==> src/rtl/dds_rom_reader.sv <==
// dds_rom_reader: phase-accumulator reader for a 1-cycle synchronous waveform ROM.
// Issues ROM addresses with credit-based flow control, absorbs the read latency
// and delivers samples (with a period-start tag) through a small FIFO onto a
// valid/ready stream.
module dds_rom_reader #(
    parameter int PHASE_W    = 32,
    parameter int ADDR_W     = 10,
    parameter int DATA_W     = 10,
    parameter int FIFO_DEPTH = 4
) (
    input  logic               clka,
    input  logic               rsta,
    input  logic               en,
    input  logic               sync_clr,
    input  logic [PHASE_W-1:0] freq_word,
    input  logic [ADDR_W-1:0]  phase_off,
    output logic [ADDR_W-1:0]  rom_addr,
    input  logic [DATA_W-1:0]  rom_data,
    output logic [DATA_W-1:0]  sample,
    output logic               sample_wrap,
    output logic               sample_valid,
    input  logic               sample_ready
);

    localparam int PTR_W = (FIFO_DEPTH > 1) ? $clog2(FIFO_DEPTH) : 1;
    localparam int CNT_W = $clog2(FIFO_DEPTH + 1);
    localparam logic [CNT_W:0]   DEPTH_L = (CNT_W + 1)'(FIFO_DEPTH);
    localparam logic [PTR_W-1:0] PTR_MAX = PTR_W'(FIFO_DEPTH - 1);

    // Phase accumulator and read pipeline
    logic [PHASE_W-1:0] acc_reg;
    logic               carry_pend_reg;   // last accumulator add carried out
    logic               p1_reg;           // read issued, ROM sampling address now
    logic               p2_reg;           // ROM data valid on rom_data now
    logic               wrap1_reg;
    logic               wrap2_reg;
    logic [ADDR_W-1:0]  rom_addr_reg;

    // FIFO state
    logic [DATA_W:0]    entry_reg [FIFO_DEPTH];
    logic [PTR_W-1:0]   wr_ptr_reg, wr_ptr_next;
    logic [PTR_W-1:0]   rd_ptr_reg, rd_ptr_next;
    logic [CNT_W-1:0]   count_reg, count_next;

    logic [PHASE_W:0]   acc_sum;
    logic [CNT_W:0]     in_use;
    logic               fetch;
    logic               push;
    logic               pop;
    logic [DATA_W:0]    head;

    function automatic logic [PTR_W-1:0] ptr_inc(input logic [PTR_W-1:0] p);
        return (p == PTR_MAX) ? '0 : p + PTR_W'(1);
    endfunction

    // Occupancy plus in-flight reads forms the credit check, so the FIFO cannot overflow
    assign acc_sum = {1'b0, acc_reg} + {1'b0, freq_word};
    assign in_use  = {1'b0, count_reg} + (CNT_W + 1)'(p1_reg) + (CNT_W + 1)'(p2_reg);
    assign fetch   = en & ~sync_clr & (in_use < DEPTH_L);
    assign push    = p2_reg & ~sync_clr;
    assign pop     = sample_valid & sample_ready & ~sync_clr;

    assign rom_addr     = rom_addr_reg;
    assign sample_valid = (count_reg != '0);
    assign head         = entry_reg[rd_ptr_reg];
    assign sample       = sample_valid ? head[DATA_W-1:0] : '0;
    assign sample_wrap  = sample_valid ? head[DATA_W] : 1'b0;

    // Accumulator, address issue and read-latency pipeline; the wrap tag marks
    // the first read issued after an accumulator carry-out
    always_ff @(posedge clka or posedge rsta) begin
        if (rsta) begin
            acc_reg        <= '0;
            carry_pend_reg <= 1'b0;
            rom_addr_reg   <= '0;
            p1_reg         <= 1'b0;
            p2_reg         <= 1'b0;
            wrap1_reg      <= 1'b0;
            wrap2_reg      <= 1'b0;
        end else if (sync_clr) begin
            acc_reg        <= '0;
            carry_pend_reg <= 1'b0;
            p1_reg         <= 1'b0;
            p2_reg         <= 1'b0;
            wrap1_reg      <= 1'b0;
            wrap2_reg      <= 1'b0;
        end else begin
            p2_reg    <= p1_reg;
            wrap2_reg <= wrap1_reg;
            if (fetch) begin
                rom_addr_reg   <= acc_reg[PHASE_W-1 -: ADDR_W] + phase_off;
                acc_reg        <= acc_sum[PHASE_W-1:0];
                carry_pend_reg <= acc_sum[PHASE_W];
                p1_reg         <= 1'b1;
                wrap1_reg      <= carry_pend_reg;
            end else begin
                p1_reg    <= 1'b0;
            end
        end
    end

    // FIFO pointer and occupancy update; a clear empties the queue and ignores any pop
    always_comb begin
        count_next  = count_reg;
        wr_ptr_next = wr_ptr_reg;
        rd_ptr_next = rd_ptr_reg;
        if (sync_clr) begin
            count_next  = '0;
            wr_ptr_next = '0;
            rd_ptr_next = '0;
        end else begin
            if (push) wr_ptr_next = ptr_inc(wr_ptr_reg);
            if (pop)  rd_ptr_next = ptr_inc(rd_ptr_reg);
            case ({push, pop})
                2'b10:   count_next = count_reg + CNT_W'(1);
                2'b01:   count_next = count_reg - CNT_W'(1);
                default: count_next = count_reg;
            endcase
        end
    end

    // FIFO pointer and occupancy registers
    always_ff @(posedge clka or posedge rsta) begin
        if (rsta) begin
            count_reg  <= '0;
            wr_ptr_reg <= '0;
            rd_ptr_reg <= '0;
        end else begin
            count_reg  <= count_next;
            wr_ptr_reg <= wr_ptr_next;
            rd_ptr_reg <= rd_ptr_next;
        end
    end

    // FIFO storage, one {wrap, data} register per entry
    generate
        for (genvar gi = 0; gi < FIFO_DEPTH; gi++) begin : g_entry
            // Capture the returning ROM word into this slot when it is the write target
            always_ff @(posedge clka or posedge rsta) begin
                if (rsta) begin
                    entry_reg[gi] <= '0;
                end else if (push && (wr_ptr_reg == PTR_W'(gi))) begin
                    entry_reg[gi] <= {wrap2_reg, rom_data};
                end
            end
        end
    endgenerate

endmodule

==> config.mk <==
export PLATFORM = sky130hd
export DESIGN_NAME = dds_rom_reader
export DESIGN_NICKNAME = d
export VERILOG_FILES = /design/src/rtl/dds_rom_reader.sv
export SDC_FILE = /design/constraint.sdc
export NUM_CORES = 1
export LEC_CHECK = 0
export ABC_AREA = 0
export CAP_MARGIN = 20
export CELL_PAD_IN_SITES_DETAIL_PLACEMENT = 1
export CELL_PAD_IN_SITES_GLOBAL_PLACEMENT = 1
export CORE_UTILIZATION = 30
export CTS_CLUSTER_DIAMETER = 200
export DETAILED_ROUTE_END_ITERATION = 10
export GPL_TIMING_DRIVEN = 1
export PLACE_DENSITY_LB_ADDON = 0.1
export SLEW_MARGIN = 30
export SYNTH_ARGS = -nofsm -noshare
export SYNTH_HDL_FRONTEND = slang
export SYNTH_SLANG_ARGS = --single-unit
==> constraint.sdc <==
create_clock -name clka -period 4.9 [get_ports clka]
set_input_delay 1.47 -clock clka [delete_from_list [all_inputs] [get_ports clka]]
set_output_delay 1.47 -clock clka [all_outputs]
set_load 0.02 [all_outputs]
---- Yosys cells after proc, flatten, opt, wreduce, memory -nomap -nowiden ----
Index checks and enable logic that the tools add are counted.
operators by class
  magnitude comparators ................... 2
  reductions and logical operators ........ 11
  eq/ne operators ......................... 6
  $add $sub $neg .......................... 8
  bitwise gates (word level) .............. 7
  multiplexer cells ....................... 23
operator list
  operator                                                    number
  2-to-1 mux 32 bit                                           2
  adder 32 x 32 -> 33 bit                                     1
  binary-select mux 11 bit (select 2 bit)                     1
  2-to-1 mux 11 bit                                           2
  2-to-1 mux 2 bit                                            6
  adder 10 bit                                                1
  2-to-1 mux 10 bit                                           1
  2-to-1 mux 1 bit                                            9
  == test 2 bit, second input constant                        4
  one-hot mux 3 bit (2 select lines)                          1
  nonzero test 2 bit                                          3
  nonzero test 3 bit                                          2
  bitwise AND 1 bit                                           5
  adder 2 x 1 -> 2 bit, second input constant                 2
  adder 3 x 1 -> 4 bit                                        1
  adder 4 x 1 -> 4 bit                                        1
  == test 2 x 1 -> 1 bit, second input constant               2
  logical AND 1 bit                                           4
  less-than comparator 4 x 3 -> 1 bit, second input constant  1
  adder 3 x 1 -> 3 bit, second input constant                 1
  greater-or-equal comparator 3 bit, second input constant    1
  2-to-1 mux 3 bit                                            1
  NOT 2 -> 3 bit                                              1
  subtractor 3 x 1 -> 3 bit, second input constant            1
  other kinds (3)                                             3
word-level totals
  output and inout port bits .............. 22
  register bits after elaboration ......... 98
  input port bits ......................... 57
  word-level logic and storage cells ...... 71

---- Depth between registers and ports, before layout ----
  depth in word-level cells ............... 6
  mapped depth ............................ 10
  depth with buffers taken out ............ 10

---- Worst setup path before layout ----
No wires, ideal clock.
  kind .................................... input port to flip-flop
  start ................................... in freq_word[0]
  end ..................................... reg acc_reg[18]
  data arrival time ....................... 3356 ps
  data required time ...................... 4776 ps
  stages on the path ...................... 10
  buffers on the path ..................... 0
  path slack .............................. 1420 ps
  path through ............................ ha_1 -> inv_1 -> fa_1 -> nor2b_1 -> o31a_1 -> o31a_1 -> o2111ai_2 -> and2_1 -> o2111a_1 -> a211o_1
between the ends
  longest elaborated chain between the ends .. 3
RTL lines
  item                     RTL line  source
  start: declaration       15        input logic [PHASE_W-1:0] freq_word,
  adder 32 x 32 -> 33 bit  57        assign acc_sum = {1'b0, acc_reg} + {1'b0, freq_word};
  2-to-1 mux 32 bit        90        if (fetch) begin
  2-to-1 mux 32 bit        80        end else if (sync_clr) begin
  end signal: assignment   92        acc_reg <= acc_sum[PHASE_W-1:0];
  end: declaration         31        logic [PHASE_W-1:0] acc_reg;
Every way passes these cells. The select of a mux whose other input is x is not followed.
A chain may end at the register's enable or synchronous reset.

---- Worst setup path in the final report ----
  start ................................... reg rd_ptr_reg[0]
  end ..................................... out sample[3]
between the ends
  longest elaborated chain between the ends .. 5
RTL lines
  item                                                   RTL line  source
  start: declaration                                     42        logic [PTR_W-1:0] rd_ptr_reg, rd_ptr_next;
  start signal: assignment                               131       rd_ptr_reg <= rd_ptr_next;
  NOT 2 -> 3 bit (implied by the code)                   65        assign head = entry_reg[rd_ptr_reg];
  binary-select mux 11 bit (select 2 bit)                65
  2-to-1 mux 11 bit (implied by the code) (2 in series)  65
  2-to-1 mux 10 bit                                      66        assign sample = sample_valid ? head[DATA_W-1:0] : '0;
  end: declaration                                       19        output logic [DATA_W-1:0] sample,
Every way passes these cells. The select of a mux whose other input is x is not followed.

==> out/qor.yml <==
outcome: "finished, final reports clean"
synth_top_family_by_area: "compound AO/OA/AOI/OAI gates"
muxShareOfSynthArea_pct: 12.9
syn_nets: 734
critPathRequiredTime_ns: 3.43
syn-cell-area_um2: 6300
clkPwrFrac_pct: 17.3
htree_levels: 3
fp.dieArea_um2: 21600
synthFlopType: "dfrtp_1"
whs_ns: 0.483
track_usage_pct: 17.3
clockBufferDepth: 2
grt_pass1_wl_mm: 29.1
antenna_left: 0
start_util_pct: 30.8
synth_area_per_cell_um2: 10.0
switching_share_pct: 42.7
vias: 4974
io_pins: 79
dp_cells: 944
max-slew-margin-rel_pct: 43.9
viasPerCell: 5.18
setup_viol: 0
ys_types: 64
synth_common_cells: "dfrtp_1 (98), ha_1 (47), nand2_1 (47), mux2_2 (45), nand3_1 (39)"
fin_skew_ns: 0.0115
area_growth_pct: 20.9
start_kind: "register"
dp.final_hpwl_mm: 12.8
portBuffers: 78
root_buffer: "clkbuf_16"
synth_cells: 627
cts.sinks: 98
n_antenna_cell: 0
wire_per_inst_um: 18.3
cts_tree: "built"
place.gp.congestion: 0.737
clk_pin_slew_ns: 0.08
drive_above_1_share_pct: 13.2
slew_viol_final: 0
routed_wl_mm: 17.5
core_area_um2: 20400
seq_power_share_pct: 30.2
layout.nets: 792
ys_seq_elements: 98
fin_crit_ns: 4.03
instances_no_fill: 960
p_sw_w: 0.00177
worst_slew_pin_slew_ns: 0.842
antenna_found_initial: 0
largest_reg_flops: 44
rsz0062_at_grt: "no"
crit_fanout: 14
postCtsSetupBuffers: 0
grt_max_degree: 87
crit_arrival_ns: 2.56
hold_viol_final: 0
peakVddDrop_v: 0.000182
grt_pass1_vias: 5378
dieHeight_um: 147
synthXorXnorAreaFrac_pct: 3.61
worst_setup_path_end_kind: "primary output"
clkLatencyLatePin_ns: 0.35
synth_compound_area_share_pct: 16.8
rows: 52
leakage_nw: 3.42
period_share_pct: 82.3
synth_seq_area_share_pct: 38.9
internal_power_w: 0.00237
fmax_mhz: 248
synth_warnings: 0
synth.most_common_cell: "dfrtp_1"
worst-setup-path-type: "register to primary output"
cts_resized: 0
pwr-share-comb_pct: 52.5
async_reset_ff_share_pct: 100
synth_top_area_share_pct: 38.9
synth_edf_count: 0
synthSimpleGateAreaFrac_pct: 14.2
power_w: 0.00414
hold_class: "register to register"
tns_ns: 0
drc: 0
drtIter0Drc: 147
cap_viol_max_count: 0
synth_top_area_cell: "dfrtp_1"
synthAdderAreaFrac_pct: 10.3
ys_top_cells_by_area: "dfrtp_1 (39%), ha_1 (9.3%), mux2_2 (8.0%)"
die_w_um: 147
firstDrtPassIters: 4
grt_overflow: 0
p_per_area_nw_per_um2: 544
cts_hold_buf: 0
numCtsBuffers: 9
-- power by group through the flow --
| stage | logic [W] | registers (W) | clock network, W |
|---|---|---|---|
| 2_1_floorplan | 0.00152 | 0.00123 | 0 |
| 3_3_place_gp | 0.00214 | 0.00126 | 0 |
| 3_5_place_dp | 0.00219 | 0.00127 | 0 |
| 4_1_cts | 0.00219 | 0.00126 | 0.000745 |
| 5_1_grt | 0.00241 | 0.00129 | 0.000771 |
| 6_report | 0.00218 | 0.00125 | 0.000716 |
-- layout make-up --
type	count	area, um^2
clock buffers	9	225
clock inverters	7	61.3
fillers	2300	12800
inverters	17	68.8
multi-input cells	477	3650
flip-flops and latches	98	2450
well taps	270	338
repair buffers	82	823
-- layer usage --
layer  GRT usage [%]  share of wire, %
met1            22.6                47
met2            29.2                49
met3            2.30               2.5
met4            6.03               2.0
met5               0                 0
-- logic make-up after synthesis --
family                   after synthesis
AO/OA/AOI/OAI                        157
XOR/XNOR                              26
adder cells (fa/ha/maj)               50
buffers and inverters                 52
flip-flops                            98
multiplexers                          62
AND/OR/NAND/NOR                      182
-- critical path: stages, from the launching register on --
cell             delay (ns)
dfrtp_1                0.89
mux4_2                 0.59
and2_1                 0.18
clkdlybuf4s50_1        0.53
-- cell usage in the layout (no fill, tap or decap), types with 9 or more instances in the layout --
cell / count
a21oi_1: 38
a21o_1: 17
and2_1: 13
nand3_1: 38
nor2_1: 31
o21ai_0: 38
ha_1: 47
xor2_1: 15
nand2_1: 47
clkdlybuf4s50_1: 78
nor3_1: 13
mux4_2: 11
mux2_2: 45
o21a_1: 10
clkbuf_16: 9
dfrtp_1: 98
inv_1: 15
xnor2_1: 11
-- final timing paths --
| check | slack (ns) | cells after the start | startpoint | to |
|---|---|---|---|---|
| max in group asynchronous | 2.43 | 3 | rsta | entry_reg[30] |
| hold / removal | 0.48 | 2 | rom_addr[0] | rom_addr[0] |
| setup reg to reg | 2.13 | 8 | acc_reg[16] | acc_reg[28] |
| hold reg to reg | 0.48 | 2 | rom_addr[0] | rom_addr[0] |
| setup / recovery | 0.87 | 3 | rd_ptr_reg[0] | sample[3] |
| min in group asynchronous | 1.62 | 2 | rsta | acc_reg[16] |
-- per-stage QoR --
step	utilization [%]	worst slack (ns)	area, um^2
after floorplan	-	0.868	6300
after global placement	35.9	0.640	7330
after detailed placement	35.9	0.637	7330
after CTS	37.3	0.800	7620
after global routing	37.3	0.701	7620
final	37.3	0.869	7620
No activity file was read; power rests on OpenSTA's default activity.
